`src/rtl/wbuf_bank_seq_pkg.sv`:
```
// Shared types and constant helpers for the weight-buffer bank sequencer.
package wbuf_pkg;

  typedef enum logic [1:0] {
    S_IDLE  = 2'd0,
    S_READ  = 2'd1,
    S_DRAIN = 2'd2,
    S_DONE  = 2'd3
  } wbuf_state_t;

  function automatic int clog2(input int value);
    int r;
    r = 0;
    while ((1 << r) < value) begin
      r = r + 1;
    end
    return r;
  endfunction

  // Radix-4 Booth recoding: one 3-bit {neg, two, one} code per digit pair.
  function automatic int bpr_width(input int weight_width);
    return ((weight_width + 1) / 2) * 3;
  endfunction

endpackage

```
`src/rtl/wbuf_bank_seq_enc.sv`:
```
// Radix-4 Booth encoder with precision trimming and nonzero-term count.
module BPEB_Enc_ETC #(
  parameter int WEIGHT_WIDTH = 16,
  parameter int BPR_WIDTH    = 24,
  parameter int ETC_WIDTH    = 4
) (
  input  logic [WEIGHT_WIDTH-1:0] i_weight,
  input  logic [3:0]              i_n_ap,
  output logic [BPR_WIDTH-1:0]    o_bpr,
  output logic [ETC_WIDTH-1:0]    o_etc
);

  localparam int NDIG  = BPR_WIDTH / 3;
  localparam int EXT_W = 2 * NDIG + 1;

  logic [EXT_W-1:0] w_ext;
  logic [2:0]       w_trip;
  logic [2:0]       w_dig;

  // Per digit: code {neg,two,one}; n_ap=0 keeps all digits, otherwise only the top n_ap positions.
  always_comb begin
    w_ext  = EXT_W'($signed({i_weight, 1'b0}));
    w_trip = 3'b000;
    w_dig  = 3'b000;
    o_bpr  = '0;
    o_etc  = '0;
    for (int j = 0; j < NDIG; j++) begin
      w_trip = w_ext[2*j+2 -: 3];
      case (w_trip)
        3'b001, 3'b010: w_dig = 3'b001;
        3'b011:         w_dig = 3'b010;
        3'b100:         w_dig = 3'b110;
        3'b101, 3'b110: w_dig = 3'b101;
        default:        w_dig = 3'b000;
      endcase
      if ((i_n_ap == 4'd0) || ((j + int'(i_n_ap)) >= NDIG)) begin
        o_bpr[3*j +: 3] = w_dig;
        if (w_dig != 3'b000) begin
          o_etc = o_etc + ETC_WIDTH'(1);
        end else begin
          o_etc = o_etc;
        end
      end else begin
        o_bpr[3*j +: 3] = 3'b000;
      end
    end
  end

endmodule

```
`src/rtl/wbuf_bank_seq.sv`:
```
// Weight buffer bank: synchronous weight memory, sequenced shadow-tap load
// through the Booth encoder, and shadow-to-active swap.
module wbuf_bank_seq
  import wbuf_pkg::*;
#(
  parameter int NB_TAPS      = 5,
  parameter int WEIGHT_WIDTH = 16,
  parameter int ETC_WIDTH    = 4,
  parameter int BPR_WIDTH    = bpr_width(WEIGHT_WIDTH),
  parameter int DEPTH        = 72,
  parameter int ADDR_W       = clog2(DEPTH),
  parameter int CNT_W        = clog2(NB_TAPS + 1)
) (
  input  logic                            clk,
  input  logic                            rst_n,
  input  logic                            wr_en,
  input  logic [ADDR_W-1:0]               wr_addr,
  input  logic [WEIGHT_WIDTH-1:0]         wr_data,
  input  logic                            load_start,
  input  logic [ADDR_W-1:0]               load_base,
  input  logic [CNT_W-1:0]                load_ntaps,
  input  logic [3:0]                      n_ap,
  input  logic                            swap,
  output logic                            load_busy,
  output logic                            load_done,
  output logic [NB_TAPS*WEIGHT_WIDTH-1:0] WRegs,
  output logic [NB_TAPS*BPR_WIDTH-1:0]    WBPRs,
  output logic [NB_TAPS*ETC_WIDTH-1:0]    WETCs
);

  wbuf_state_t r_state;
  wbuf_state_t w_state_nxt;

  logic [WEIGHT_WIDTH-1:0] r_mem [DEPTH];
  logic [WEIGHT_WIDTH-1:0] r_rd_data;

  logic [ADDR_W-1:0] r_addr;
  logic [CNT_W-1:0]  r_ntaps;
  logic [CNT_W-1:0]  r_rd_cnt;
  logic [CNT_W-1:0]  r_rd_idx;
  logic              r_rd_vld;
  logic [3:0]        r_n_ap;
  logic              r_swap_pend;
  logic              r_load_busy;
  logic              r_load_done;

  logic [NB_TAPS*WEIGHT_WIDTH-1:0] r_sh_wreg;
  logic [NB_TAPS*BPR_WIDTH-1:0]    r_sh_bpr;
  logic [NB_TAPS*ETC_WIDTH-1:0]    r_sh_etc;
  logic [NB_TAPS*WEIGHT_WIDTH-1:0] r_act_wreg;
  logic [NB_TAPS*BPR_WIDTH-1:0]    r_act_bpr;
  logic [NB_TAPS*ETC_WIDTH-1:0]    r_act_etc;

  logic                  w_issue;
  logic                  w_accept;
  logic                  w_copy;
  logic [CNT_W-1:0]      w_clamp;
  logic [ADDR_W-1:0]     w_addr_nxt;
  logic [BPR_WIDTH-1:0]  w_enc_bpr;
  logic [ETC_WIDTH-1:0]  w_enc_etc;
  int                    w_tap;

  BPEB_Enc_ETC #(
    .WEIGHT_WIDTH (WEIGHT_WIDTH),
    .BPR_WIDTH    (BPR_WIDTH),
    .ETC_WIDTH    (ETC_WIDTH)
  ) u_enc (
    .i_weight (r_rd_data),
    .i_n_ap   (r_n_ap),
    .o_bpr    (w_enc_bpr),
    .o_etc    (w_enc_etc)
  );

  // Next state, read issue and swap-copy decode.
  always_comb begin
    w_state_nxt = r_state;
    w_issue     = 1'b0;
    w_accept    = 1'b0;
    w_clamp     = (load_ntaps > CNT_W'(NB_TAPS)) ? CNT_W'(NB_TAPS) : load_ntaps;
    w_addr_nxt  = (r_addr == ADDR_W'(DEPTH - 1)) ? '0 : r_addr + ADDR_W'(1);
    w_tap       = int'(r_rd_idx);
    w_copy      = ((r_state == S_IDLE) && swap) ||
                  ((r_state == S_DONE) && (r_swap_pend || swap));
    case (r_state)
      S_IDLE: begin
        if (load_start) begin
          w_accept    = 1'b1;
          w_state_nxt = (w_clamp == '0) ? S_DONE : S_READ;
        end else begin
          w_state_nxt = S_IDLE;
        end
      end
      S_READ: begin
        w_issue = 1'b1;
        if (r_rd_cnt == (r_ntaps - CNT_W'(1))) begin
          w_state_nxt = S_DRAIN;
        end else begin
          w_state_nxt = S_READ;
        end
      end
      S_DRAIN: w_state_nxt = S_DONE;
      S_DONE:  w_state_nxt = S_IDLE;
      default: w_state_nxt = S_IDLE;
    endcase
  end

  // Weight memory: not reset, read-before-write on address collision.
  always_ff @(posedge clk) begin
    if (wr_en && (wr_addr < ADDR_W'(DEPTH))) begin
      r_mem[wr_addr] <= wr_data;
    end
    if (w_issue) begin
      r_rd_data <= (r_addr < ADDR_W'(DEPTH)) ? r_mem[r_addr] : '0;
    end
  end

  // Sequencer state, shadow tap fill and active-tap swap.
  always_ff @(posedge clk) begin
    if (!rst_n) begin
      r_state     <= S_IDLE;
      r_load_busy <= 1'b0;
      r_load_done <= 1'b0;
      r_swap_pend <= 1'b0;
      r_addr      <= '0;
      r_ntaps     <= '0;
      r_rd_cnt    <= '0;
      r_rd_idx    <= '0;
      r_rd_vld    <= 1'b0;
      r_n_ap      <= '0;
      r_sh_wreg   <= '0;
      r_sh_bpr    <= '0;
      r_sh_etc    <= '0;
      r_act_wreg  <= '0;
      r_act_bpr   <= '0;
      r_act_etc   <= '0;
    end else begin
      r_state     <= w_state_nxt;
      r_load_busy <= (w_state_nxt != S_IDLE);
      r_load_done <= (w_state_nxt == S_DONE);

      if (w_accept) begin
        r_addr   <= load_base;
        r_ntaps  <= w_clamp;
        r_n_ap   <= n_ap;
        r_rd_cnt <= '0;
      end else if (w_issue) begin
        r_addr   <= w_addr_nxt;
        r_rd_cnt <= r_rd_cnt + CNT_W'(1);
      end

      r_rd_vld <= w_issue;
      if (w_issue) begin
        r_rd_idx <= r_rd_cnt;
      end

      if (r_rd_vld) begin
        r_sh_wreg[w_tap*WEIGHT_WIDTH +: WEIGHT_WIDTH] <= r_rd_data;
        r_sh_bpr[w_tap*BPR_WIDTH +: BPR_WIDTH]        <= w_enc_bpr;
        r_sh_etc[w_tap*ETC_WIDTH +: ETC_WIDTH]        <= w_enc_etc;
      end

      // A swap seen mid-load is held and applied as the load_done cycle ends.
      if (r_state == S_DONE) begin
        r_swap_pend <= 1'b0;
      end else if (swap && (r_state != S_IDLE)) begin
        r_swap_pend <= 1'b1;
      end

      if (w_copy) begin
        r_act_wreg <= r_sh_wreg;
        r_act_bpr  <= r_sh_bpr;
        r_act_etc  <= r_sh_etc;
      end
    end
  end

  assign load_busy = r_load_busy;
  assign load_done = r_load_done;
  assign WRegs     = r_act_wreg;
  assign WBPRs     = r_act_bpr;
  assign WETCs     = r_act_etc;

endmodule

```
`config.mk`:
```
export PLATFORM = sky130hd
export DESIGN_NAME = wbuf_bank_seq
export DESIGN_NICKNAME = d
export VERILOG_FILES = /design/src/rtl/wbuf_bank_seq_pkg.sv /design/src/rtl/wbuf_bank_seq_enc.sv /design/src/rtl/wbuf_bank_seq.sv
export SDC_FILE = /design/constraint.sdc
export NUM_CORES = 2
export LEC_CHECK = 0
export CELL_PAD_IN_SITES_DETAIL_PLACEMENT = 0
export CELL_PAD_IN_SITES_GLOBAL_PLACEMENT = 2
export CORE_UTILIZATION = 45
export CTS_CLUSTER_DIAMETER = 40
export DETAILED_ROUTE_END_ITERATION = 8
export PLACE_DENSITY = 0.79
export SLEW_MARGIN = 20
export SYNTH_ARGS = -nofsm -noshare
export SYNTH_HDL_FRONTEND = slang
export SYNTH_SLANG_ARGS = --single-unit
```
`constraint.sdc`:
```
create_clock -name clk -period 7.4 [get_ports clk]
set_input_delay 1.11 -clock clk [delete_from_list [all_inputs] [get_ports clk]]
set_output_delay 1.11 -clock clk [all_outputs]
set_load 0.01 [all_outputs]
```
==> flow_summary.yaml <==
status:
  status: "complete, no violations"
pwr:
  switching_share: 0.246
  internal_power_mw: 16.7
  clock_power_share: 0.447
  power.density_mw_per_mm2: 293
  vdd_drop_max_mv: 0.240
  pwr-share-seq: 0.452
  leakagePower_nw: 23.9
  power_switching_mw: 5.45
  pwr-share-comb: 0.100
clock_network:
  clk_pin_slew_ps: 50
  cts_hold_buffers: 0
  cts_inserted_buffers: 205
  cts_setup_buffers: 0
  clock_sinks: 1634
  cts_tree: "done"
  htree_levels: 4
  post_cts_resized: 0
  clockBufferDepth: 3
  cts_root_buf: "clkbuf_16"
  clk_latency_ps: 810
setup_path:
  cp-end-kind: "register"
  cp_max_fo: 11
  slowest_stage: "or3_4"
  cp.required_ps: 8030
  cpMostUsedCell: "ha_1"
  r2r-start: "r_n_ap[0]"
  worstSetupStartpointType: "register"
  slowest_delay_ps: 460
  crit_type: "reg2reg"
  critical_path_arrival_ps: 6610
  cp-startpoint: "r_n_ap[0]"
sta:
  rsz0062_at_grt: "no"
  drv_slew: 0
  timing.setup.tns_ps: 0
  fin_skew_ps: 27.1
  worst_pin_slew_ps: 1120
  finalCritPeriodShare: 0.809
  fmax_mhz: 167
  hold_viol: 0
  final.min_clock_period_ps: 5990
  finalSetupViolCount: 0
  relSlewSlack: 0.253
die:
  design.die.area_mm2: 0.143
  io_pins: 264
  core.rowCount: 137
  start_util: 0.455
  fp.dieW_um: 378
  coreArea_mm2: 0.140
  die_h_um: 378
detailed_routing:
  drcViolationCount: 0
  avgViaCountPerCell: 5.58
  num_vias: 36700
  firstDrtPassIters: 5
  wl_mm: 162
  wl_per_cell_um: 24.7
  drtAntennaViolNets: 0
  drt-initial-drc-count: 3444
cells_and_area:
  fin_nets: 4607
  diodes: 0
  fin_cells: 6575
  final_area_mm2: 0.0756
  layout-drive-gt1-share: 0.187
  layout_commonest_cell: "edfxtp_1"
  final.fill_count: 11500
  final_cell_mix: "1,168 x edfxtp_1, 704 x nand2_1, 461 x dfxtp_1"
  area_growth_pct: 18.6
place:
  placed_area_mm2: 0.0687
  portBuffers: 263
  place_inst: 6203
  gp_congestion: 0.900
  dpl.hpwl_mm: 102
grt:
  overflow: 0
  grt_pass1_wl_mm: 241
  grt_max_degree: 224
  grt_pass1_vias: 35600
  gr-usage-all-layers: 0.228
  antenna_found_initial: 1
run:
  cap_violations: 0
yosys:
  synth_nets: 4288
  ys_ff_latch: 1634
  yosysWarnings: 0
  synth.avg_cell_area_um2: 15.1
  synthFlopType: "edfxtp_1"
  synth_edf_count: 1168
  syn_area_mm2: 0.0637
  syn_inst: 4216
  yosysSeqAreaShare: 0.697
  synth_async_sr_flop_share: 0
  yosysUniqueCellTypes: 70
worst_hold_path:
  hp-class: "reg2reg"
  hold_start: "r_sh_bpr[104]"
-- synthesized netlist by cell type, types with 29 or more instances --
library cell / number / area [µm²]
o21ai_0: 57 / 285
a21oi_1: 360 / 1800
nand2_1: 704 / 2640
ha_1: 29 / 363
clkbuf_1: 224 / 841
a211oi_1: 75 / 563
nand3_1: 35 / 175
nor3_1: 30 / 150
edfxtp_1: 1168 / 35100
buf_1: 41 / 154
dfxtp_1: 466 / 9330
mux2i_1: 69 / 691
mux4_2: 368 / 8290
nor2_1: 281 / 1050
-- state kept, by name (all words and copies together), names as in the netlist --
signal,flops
load_done,1
WETCs,20
load_busy,1
WRegs,80
r_mem,1152
r_rd_vld,1
r_sh_bpr,120
r_rd_idx,3
r_swap_pend,1
r_sh_wreg,80
r_rd_data,16
WBPRs,120
r_rd_cnt,3
r_addr,7
r_n_ap,4
r_ntaps,3
r_sh_etc,20
r_state,2
-- routing by layer --
layer,part of all wire,track usage,vias to the layer above
met2,0.48,0.365,1189
li1,-,-,16700
met5,0.000074,0,-
met3,0.056,0.0347,218
met4,0.023,0.0649,2
met1,0.44,0.323,18600
-- cell families after synthesis --
logic type | after synthesis | synth area share
multiplexers | 443 | 0.142
AO/OA/AOI/OAI | 620 | 0.0582
XOR/XNOR | 33 | 0.00512
adder cells (fa/ha/maj) | 30 | 0.00601
AND/OR/NAND/NOR | 1155 | 0.0739
buffers and inverters | 301 | 0.0181
flip-flops | 1634 | 0.697
-- worst max-delay path, delay by kind of cell, from the launching register on --
kind | cells | cell delay [ps]
simple gates | 8 | 1180
compound gates | 7 | 1630
buf+inv | 3 | 320
flops | 1 | 380
xor+xnor | 3 | 650
fa+ha+maj | 6 | 1660
-- path summary, 6_finish.rpt --
kind / cells after the start / end / slack [ps]
min: 2 / WBPRs[104] / 440
max: 27 / r_sh_etc[10] / 1410
min reg2reg: 2 / WBPRs[104] / 440
max reg2reg: 27 / r_sh_etc[10] / 1410
-- power groups by stage --
| stage | clock network, mW | registers (mW) | logic, mW |
|---|---|---|---|
| 2_1_floorplan | 0 | 10.1 | 1.56 |
| 3_3_place_gp | 0 | 10.2 | 2.20 |
| 3_5_place_dp | 0 | 10.2 | 2.23 |
| 4_1_cts | 10.1 | 10.0 | 2.24 |
| 5_1_grt | 10.5 | 10.0 | 2.41 |
| 6_report | 9.90 | 10.0 | 2.22 |
-- area by class of cell --
class	instances	area (µm²)	share of cell area
Clock buffer	243	5390	0.0712
Multi-Input combinational cell	2281	18300	0.242
Sequential cell	1634	44400	0.587
Clock inverter	128	1490	0.0197
Timing Repair Buffer	384	3600	0.0476
Inverter	29	118	0.00156
Tap cell	1876	2350	0.0310
-- stage by stage --
| step | setup slack (ps) | hold slack (ps) | util | power, mW |
|---|---|---|---|---|
| detailed placement | 1450 | 445 | 0.491 | 12.4 |
| CTS | 1420 | 440 | 0.540 | 22.3 |
| finish | 1410 | 439 | 0.540 | 22.1 |
| floorplan | 2050 | 432 | - | 11.6 |
| global route | 897 | 464 | 0.540 | 22.9 |
| global placement | 1560 | 440 | 0.490 | 12.4 |
(Power assumes the default switching activity.)
